File: src/rtl/vga_led_decoder.sv
// -----------------------------------------------------------------------------
// vga_led_decoder
//
// Receive-side checker for the seven-segment VGA display generator. Watches the
// VGA stream in the 50 MHz domain, recovers the eight segment bytes from the
// rendered pixels and validates frame geometry before committing them.
//
// Optional build macro: VGA_LED_DECODER_MAJORITY_EN
//   defined   : each segment is a 2-of-3 vote over x-1, x, x+1 on its sample row
//   undefined : single centre-pixel sample
//
// Ports
//   clk50        in   system clock (50 MHz)
//   reset_n      in   asynchronous active-low reset
//   vga_clk      in   pixel clock, data valid at its rising edge
//   vga_hs       in   horizontal sync (not needed for decoding)
//   vga_vs       in   vertical sync, active low; its falling edge ends a frame
//   vga_blank_n  in   high during active video
//   vga_r/g/b    in   pixel colour, 8 bits each (blue is not used)
//   hex0..hex7   out  recovered segments {h,g,f,e,d,c,b,a}, bit0 = a
//   frame_done   out  one-cycle pulse, frame committed to hex0..hex7
//   frame_err    out  one-cycle pulse, frame rejected
//   locked       out  LOCK_FRAMES consecutive good frames seen
//   dbg_state    out  FSM state (0 = SEARCH, 1 = FRAME)
// -----------------------------------------------------------------------------
module vga_led_decoder #(
    parameter logic [7:0] THRESH      = 8'h80,
    parameter int         ACTIVE_W    = 640,
    parameter int         ACTIVE_H    = 480,
    parameter int         LOCK_FRAMES = 2
) (
    input  logic       clk50,
    input  logic       reset_n,
    input  logic       vga_clk,
    input  logic       vga_hs,
    input  logic       vga_vs,
    input  logic       vga_blank_n,
    input  logic [7:0] vga_r,
    input  logic [7:0] vga_g,
    input  logic [7:0] vga_b,
    output logic [7:0] hex0,
    output logic [7:0] hex1,
    output logic [7:0] hex2,
    output logic [7:0] hex3,
    output logic [7:0] hex4,
    output logic [7:0] hex5,
    output logic [7:0] hex6,
    output logic [7:0] hex7,
    output logic       frame_done,
    output logic       frame_err,
    output logic       locked,
    output logic       dbg_state
);
    localparam int            GW     = $clog2(LOCK_FRAMES + 1);
    localparam logic [9:0]    W_EXP  = 10'(ACTIVE_W);
    localparam logic [8:0]    H_EXP  = 9'(ACTIVE_H);
    localparam logic [GW-1:0] LOCK_V = GW'(LOCK_FRAMES);

    // Segment sample cells (8x8 grid inside a 64x128 digit), index = bit.
    localparam logic [2:0] SEG_CX [8] = '{3'd2, 3'd5, 3'd5, 3'd2, 3'd0, 3'd0, 3'd2, 3'd6};
    localparam logic [3:0] SEG_CY [8] = '{4'd0, 4'd3, 4'd9, 4'd12, 4'd9, 4'd3, 4'd6, 4'd14};

`ifdef VGA_LED_DECODER_MAJORITY_EN
    // Vote is resolved one pixel late, once x+1 has arrived.
    localparam logic [2:0] X_FINE = 3'd5;
`else
    localparam logic [2:0] X_FINE = 3'd4;
`endif

    typedef enum logic {ST_SEARCH = 1'b0, ST_FRAME = 1'b1} state_t;

    // Input registers
    logic       r_vclk, r_vclk_d, r_vs, r_vs_d, r_blank_n;
    logic [7:0] r_r, r_g;

    // Decoder state
    state_t          r_state;
    logic            r_bl_s;          // blank_n seen at the previous strobe
    logic [9:0]      r_px;
    logic [8:0]      r_ln;
    logic            r_line_bad;
    logic [7:0][7:0] r_shadow;
    logic [7:0][7:0] r_hex;
    logic [GW-1:0]   r_good_cnt;
    logic            r_locked, r_done_pend, r_frame_done, r_frame_err;

    logic       w_stb, w_line_end, w_vs_fall, w_lit, w_sample;
    logic       w_in_digit, w_bad_next, w_good;
    logic [8:0] w_ln_next;
    logic [3:0] w_dcol;
    logic [2:0] w_digit;
    logic [GW-1:0] w_cnt_inc;
    logic       w_unused;

    assign w_unused = ^{vga_b, vga_hs};

    always_ff @(posedge clk50 or negedge reset_n) begin
        if (!reset_n) begin
            r_vclk    <= 1'b0;
            r_vclk_d  <= 1'b0;
            r_vs      <= 1'b0;
            r_vs_d    <= 1'b0;
            r_blank_n <= 1'b0;
            r_r       <= '0;
            r_g       <= '0;
        end else begin
            r_vclk    <= vga_clk;
            r_vclk_d  <= r_vclk;
            r_vs      <= vga_vs;
            r_vs_d    <= r_vs;
            r_blank_n <= vga_blank_n;
            r_r       <= vga_r;
            r_g       <= vga_g;
        end
    end

    assign w_stb      = r_vclk & ~r_vclk_d;
    // Line end is judged on pixel strobes so px still holds the full line count.
    assign w_line_end = w_stb & r_bl_s & ~r_blank_n;
    assign w_vs_fall  = r_vs_d & ~r_vs;
    assign w_lit      = (r_r >= THRESH) && (r_g < THRESH);

    // Line end is folded in before the frame decision so a coincident
    // blank fall and vs fall judge the completed line count.
    assign w_ln_next  = (w_line_end && (r_ln != 9'h1FF)) ? r_ln + 9'd1 : r_ln;
    assign w_bad_next = r_line_bad | (w_line_end & (r_px != W_EXP));
    assign w_good     = (w_ln_next == H_EXP) && !w_bad_next;

    assign w_dcol     = r_px[9:6];
    assign w_in_digit = (w_dcol >= 4'd1) && (w_dcol <= 4'd8) && (r_ln[8:7] == 2'b01);
    assign w_digit    = 3'(w_dcol - 4'd1);
    assign w_cnt_inc  = (r_good_cnt == LOCK_V) ? r_good_cnt : r_good_cnt + GW'(1);

`ifdef VGA_LED_DECODER_MAJORITY_EN
    logic r_lit_d1, r_lit_d2;   // lit of pixels x and x-1 when x+1 is current

    always_ff @(posedge clk50 or negedge reset_n) begin
        if (!reset_n) begin
            r_lit_d1 <= 1'b0;
            r_lit_d2 <= 1'b0;
        end else if (w_stb && r_blank_n) begin
            r_lit_d1 <= w_lit;
            r_lit_d2 <= r_lit_d1;
        end
    end

    assign w_sample = (r_lit_d1 & r_lit_d2) | (r_lit_d1 & w_lit) | (r_lit_d2 & w_lit);
`else
    assign w_sample = w_lit;
`endif

    always_ff @(posedge clk50 or negedge reset_n) begin
        if (!reset_n) begin
            r_state      <= ST_SEARCH;
            r_bl_s       <= 1'b0;
            r_px         <= '0;
            r_ln         <= '0;
            r_line_bad   <= 1'b0;
            r_shadow     <= '0;
            r_hex        <= '0;
            r_good_cnt   <= '0;
            r_locked     <= 1'b0;
            r_done_pend  <= 1'b0;
            r_frame_done <= 1'b0;
            r_frame_err  <= 1'b0;
        end else begin
            r_frame_done <= r_done_pend;
            r_done_pend  <= 1'b0;
            r_frame_err  <= 1'b0;

            if (w_stb) begin
                r_bl_s <= r_blank_n;
                if (r_blank_n) begin
                    if (r_px != 10'h3FF) begin
                        r_px <= r_px + 10'd1;
                    end
                    if ((r_state == ST_FRAME) && w_in_digit) begin
                        for (int s = 0; s < 8; s++) begin
                            if ((r_px[5:0] == {SEG_CX[s], X_FINE}) &&
                                (r_ln[6:0] == {SEG_CY[s], 3'd4})) begin
                                r_shadow[w_digit][s] <= w_sample;
                            end
                        end
                    end
                end else if (w_line_end) begin
                    r_px <= '0;
                end
            end

            r_ln       <= w_ln_next;
            r_line_bad <= w_bad_next;

            if (w_vs_fall) begin
                r_ln       <= '0;
                r_line_bad <= 1'b0;
                r_shadow   <= '0;
                r_state    <= ST_FRAME;
                if (r_state == ST_FRAME) begin
                    if (w_good) begin
                        r_hex       <= r_shadow;
                        r_done_pend <= 1'b1;
                        r_good_cnt  <= w_cnt_inc;
                        r_locked    <= (w_cnt_inc == LOCK_V);
                    end else begin
                        r_frame_err <= 1'b1;
                        r_good_cnt  <= '0;
                        r_locked    <= 1'b0;
                    end
                end
            end
        end
    end

    assign hex0       = r_hex[0];
    assign hex1       = r_hex[1];
    assign hex2       = r_hex[2];
    assign hex3       = r_hex[3];
    assign hex4       = r_hex[4];
    assign hex5       = r_hex[5];
    assign hex6       = r_hex[6];
    assign hex7       = r_hex[7];
    assign frame_done = r_frame_done;
    assign frame_err  = r_frame_err;
    assign locked     = r_locked;
    assign dbg_state  = r_state;

endmodule

File: config.mk
export PLATFORM = sky130hd
export DESIGN_NAME = vga_led_decoder
export DESIGN_NICKNAME = d
export VERILOG_FILES = /design/src/rtl/vga_led_decoder.sv
export SDC_FILE = /design/constraint.sdc
export NUM_CORES = 1
export LEC_CHECK = 0
export ABC_AREA = 1
export BUFFER_PORTS_ARGS = -buffer_cell sky130_fd_sc_hd__clkbuf_2
export CAP_MARGIN = 30
export CORE_ASPECT_RATIO = 0.75
export CORE_MARGIN = 1
export CORE_UTILIZATION = 55
export DETAILED_ROUTE_END_ITERATION = 7
export GPL_TIMING_DRIVEN = 0
export MAX_ROUTING_LAYER = met4
export PLACE_DENSITY = 0.87
export SLEW_MARGIN = 40
export SYNTH_ARGS = -nofsm -noshare
export SYNTH_HDL_FRONTEND = slang
export SYNTH_SLANG_ARGS = --single-unit
File: constraint.sdc
create_clock -name clk50 -period 2.8 [get_ports clk50]
set_input_delay 0.14 -clock clk50 [delete_from_list [all_inputs] [get_ports clk50]]
set_output_delay 0.14 -clock clk50 [all_outputs]
set_load 0.02 [all_outputs]
Word-level counts from Yosys, hierarchy flattened
Index checks and enable logic that the tools add are counted.

Bits of input ports: 30. Word-level logic and storage cells: 166. Flip-flop bits (word level): 177.

Bitwise gates (word level): 9. Reductions and logical operators: 24. Equality and inequality tests: 18. Muxes and demuxes: 72. $lt $le $gt $ge: 6. $add $sub $neg: 4.

Operators by type and width (number): $mux W64 (33); $bwmux W64 (8); $demux W8 S3 (8); $mux W10 (3); $eq A7 B7 Y1 const B (3); $ne A10 B10 Y1 const B (2); $mux W9 (2); $logic_and A1 B1 Y1 (15); $eq A6 B6 Y1 const B (2); $add A10 B1 Y10 const B (1); $add A9 B1 Y9 const B (1); $eq A9 B9 Y1 const B (1); $mux W1 (9); $ne A9 B9 Y1 const B (1); $reduce_and A3 Y1 (3); $ge A8 B8 Y1 const B (1); $lt A8 B8 Y1 const B (1); $mux W8 (1); $reduce_bool A2 Y1 (4); $eq A7 B3 Y1 const B (1); $eq A7 B5 Y1 const B (1); $eq A7 B6 Y1 const B (1); $mux W7 (1); $eq A6 B3 Y1 const B (1); other kinds (20) (29).

Depth between registers and ports, before layout
Depth after elaboration: 46. Mapped depth: 16. Mapped depth without buffers: 14.

Worst setup path before layout
Ideal clock, no wire load.

Path kind: reg2reg. Start: register r_ln[0]. End: register r_hex, in the netlist hex1[5]. Data arrival time: 2.183 ns. Required time: 2.683 ns. Period minus slack after synthesis: 2.300 ns. Cell stages (with the launch flop): 17. Library setup time: 0.117 ns. Slack: 0.500 ns. Cell sequence: dfrtp_1 ha_1 nand3_1 nor4_1 ha_1 inv_2 nand3_1 nand2_1 nand2_1 nor2_1 nand2_1 nor2_4 nand3_1 buf_4 buf_6 nand2_1 nand2_1.

Longest elaborated chain between the ends: 6. Elaborated cells between the ends (all ways): 7.

RTL lines: start, declared (line 80) `logic [8:0] r_ln;`; start signal, assigned (line 190) `r_ln <= w_ln_next;`; branches (longest 2 deep; another with $add A9 B1 Y9); $mux W9 * (line 125) `assign w_ln_next = (w_line_end && (r_ln != 9'h1FF)) ? r_ln + 9'd1 : r_ln;`; $eq A9 B9 Y1 * (line 127) `assign w_good = (w_ln_next == H_EXP) && !w_bad_next;`; $logic_and A1 B1 Y1 * (line 127); $reduce_and A3 Y1 (no line) *; end signal, assigned (line 200) `r_hex <= r_shadow;`; end, declared (line 83) `logic [7:0][7:0] r_hex;`.

Every way passes the cells marked *. A chain may end at the register's enable or synchronous reset.

Worst setup path in the final report
Start: register r_ln[1]. End: register r_hex, in the netlist hex3[0].

Same word-level chain as after synthesis.

==> metrics.md <==
| Metric | Value |
|---|---|
| Setup-failing EPs final | 0 |
| # DRC | 0 |
| Largest cells by area after synthesis | dfrtp_1 54%, nand2_1 19%, nand4_1 6.3% |
| DRT Pass-1 Iters | 5 |
| # fillers | 1,066 |
| Final WS setup | 0.117 ns |
| Status | complete, no violations |
| Share of cells above drive strength 1 | 15.6% |
| Fin crit period | 2.68 ns |
| Placer Congestion | 0.963 |
| Most frequent cells after synthesis | 379 x nand2_1, 162 x dfrtp_1, 82 x nand3_1 |
| Setup CP Type | flop to flop |
| Worst IR Drop VDD | 406 uV |
| Synth top area share | 53.7% |
| Core Util, Final | 68.0% |
| Final Skew | 0.00859 ns |
| Pins Over Slew Limit | 0 |
| Post-synth EDFFs | 0 |
| Synthesis Warnings | 0 |
| Register area | 4050 um2 |
| H-tree Lvls | 4 |
| CP Capture Type | flop |
| Post-synth ARST share | 100% |
| ANT cells | 0 |
| Wirelength per Cell | 16.1 um |
| # rows | 36 |
| Predominant post-synthesis flop cell | dfrtp_1 |
| Total grt overflow | 0 |
| Worst Setup Start Kind | flop |
| Worst-Skew Late Latency | 0.43 ns |
| IO Port Bufs | 74 |
| TritonCTS clock tree | built |
| Largest regs | r_shadow: 64 flops, r_px: 10 flops, r_ln: 9 flops |
| Detailed Route Iter0 Violations | 583 |
| Die width | 137 um |
| Synthesized area per cell | 8.12 um2 |
| R2R depth | 15 |
| Num CTS Buffers | 17 |
| Power Density | 563 nW/um2 |
| Root Buffer | clkbuf_16 |
| Fin area | 8970 um2 |
| Sequential area share after synthesis | 53.7% |
| Most flops, register | r_shadow |
| Overall routing resource usage | 30.1% |
| Die Ht | 103 um |
| CP Data Required Time | 3.11 ns |
| Leak Pwr | 4.83 nW |
| CP arrival | 2.99 ns |
| Tightest Pin Transition | 0.960 ns |
| First-pass GRT wire length | 31.0 mm |
| Post-DP HPWL | 13.2 mm |
| Slew margin rel. | 35.8% |
| Max-cap violations | 0 |
| Max Buffers Root-to-Sink | 2 |
| Syn_nets | 970 |
| Mapped Cells | 929 |
| Core Footprint | 13,200 um2 |
| Leading area contributor after synthesis | dfrtp_1 |
| Flops & latches, synth | 162 |
| Worst-path maximum fanout | 10 |
| Number of global-route vias before repair | 6,188 |
| CTS Sinks | 162 |
| Worst Hold Class | primary input to asynchronous set/reset pin |
| Reg clk slew, reported paths | 0.07 ns |
| Fmax | 373 MHz |
| Die area | 14,200 um2 |
| Post-DRT Antenna Nets | 0 |
| Tcrit/Tclk final | 95.8% |
| Total power | 0.00505 W |
| IO Pins | 98 |
| Multi-input gate area | 3110 um2 |
| Largest net degree at the start of global routing | 71 |
| Placement Setup Slack | -0.00851 ns |
| Synth Cell Area | 7540 um2 |
| Final Net Count | 1,075 |
| Initial antenna violation count | 0 |
| DP Area | 8190 um2 |
| Most frequent cell after synthesis | nand2_1 |
| Vias per cell | 5.62 |
| Starting Density | 57.1% |
| Max FFs per register | 64 |
| Final hold viol count | 0 |
| Final wirelength | 19.7 mm |
| Netlist cell types | 25 |
| P&R area growth vs syn | 18.9% |
| Detailed-route via count | 6,837 |
where the power goes:
part / switching, W / total, W / internal, W
registers: 0.0000231 / 0.00239 / 0.00237
clock network: 0.000948 / 0.00240 / 0.00145
logic: 0.000192 / 0.000258 / 0.0000653
layout by cell type, fill, tap and decap left out, types with 2 or more instances in the layout:
cell type,Yosys,routed
dlygate4sd3_1,0,6
dfrtp_1,162,162
nor3_1,8,8
clkinvlp_4,0,2
clkbuf_1,10,9
nor2_1,44,43
inv_1,49,49
nand2_1,379,379
nand3_2,0,3
ha_1,11,9
nor2_4,4,4
clkbuf_16,0,17
buf_4,5,8
inv_6,0,2
clkbuf_8,0,3
nor2_2,5,6
buf_2,13,10
clkinv_2,0,2
a21oi_1,11,11
o21ai_0,42,41
buf_1,4,4
bufinv_16,0,3
inv_2,8,8
nor4_1,4,3
nand3_1,82,79
clkinv_4,0,3
clkbuf_2,0,73
clkbuf_4,0,3
or2_2,2,2
buf_16,0,2
buf_6,5,7
nand4_1,76,76
cells by family after synthesis:
family | after synthesis | share of synthesized area, %
simple gates | 606 | 35.0
flops | 162 | 53.7
buf+inv | 95 | 5.69
compound gates | 55 | 3.72
fa+ha+maj | 11 | 1.82
cell type report:
type	instances	share of cell area, %
flip-flops and latches	162	45.2
multi-input cells	672	34.6
repair buffers	88	6.01
clock buffers	20	5.09
plain buffers	35	2.52
inverters	58	2.47
well taps	171	2.39
clock inverters	11	1.69
worst max-delay path: stages, from the launching register on:
cell and delay, ns:
dfrtp_1 0.42, ha_4 0.18, nand3_2 0.12, nor4_4 0.33
ha_2 0.26, inv_2 0.10, nand3_1 0.10, nand2_1 0.07
nand2_1 0.06, nand2_1 0.07, nor2_4 0.24, nand3_2 0.14
buf_6 0.20, buf_6 0.15, nand2_1 0.06, nand2_1 0.05
routing by layer:
| layer | vias up | GRT usage (%) | routed length (um) |
|---|---|---|---|
| met5 | - | - | 0 |
| met4 | 0 | 11.3 | 501 |
| met3 | 42 | 7.26 | 1590 |
| met2 | 307 | 45.8 | 8870 |
| met1 | 3222 | 39.3 | 8690 |
| li1 | 3266 | - | - |
per-stage QoR:
step	instances	setup TNS, ns	hold WS [ns]
6_report	1217	0	0.152
4_1_cts	1213	0	0.150
5_1_grt	1217	-1.03	0.191
3_3_place_gp	1174	-187.73	0.248
3_5_place_dp	1176	-0.00851	0.0375
2_1_floorplan	929	0	-0.156
worst paths after layout:
path / from / end / slack, ns
worst max-delay path: r_ln[1] / hex3[0] / 0.12
worst min-delay path: reset_n / hex0[7] / 0.15
worst max register to register: r_ln[1] / hex3[0] / 0.12
worst min register to register: r_done_pend / frame_done / 0.35
max in group asynchronous: reset_n / r_px[9] / 1.68
min in group clk50: r_done_pend / frame_done / 0.35
repair_timing:
item / CTS / global route
endpoints found under the setup margin: 49 / 112
pin swaps: 1 / 4
endpoints found under the hold margin: 101 / 0
hold buffers: 6 / 0
resized for setup: 1 / 16
buffers inserted: 2 / 4
Note: power is estimated with default switching activity, not from simulation.
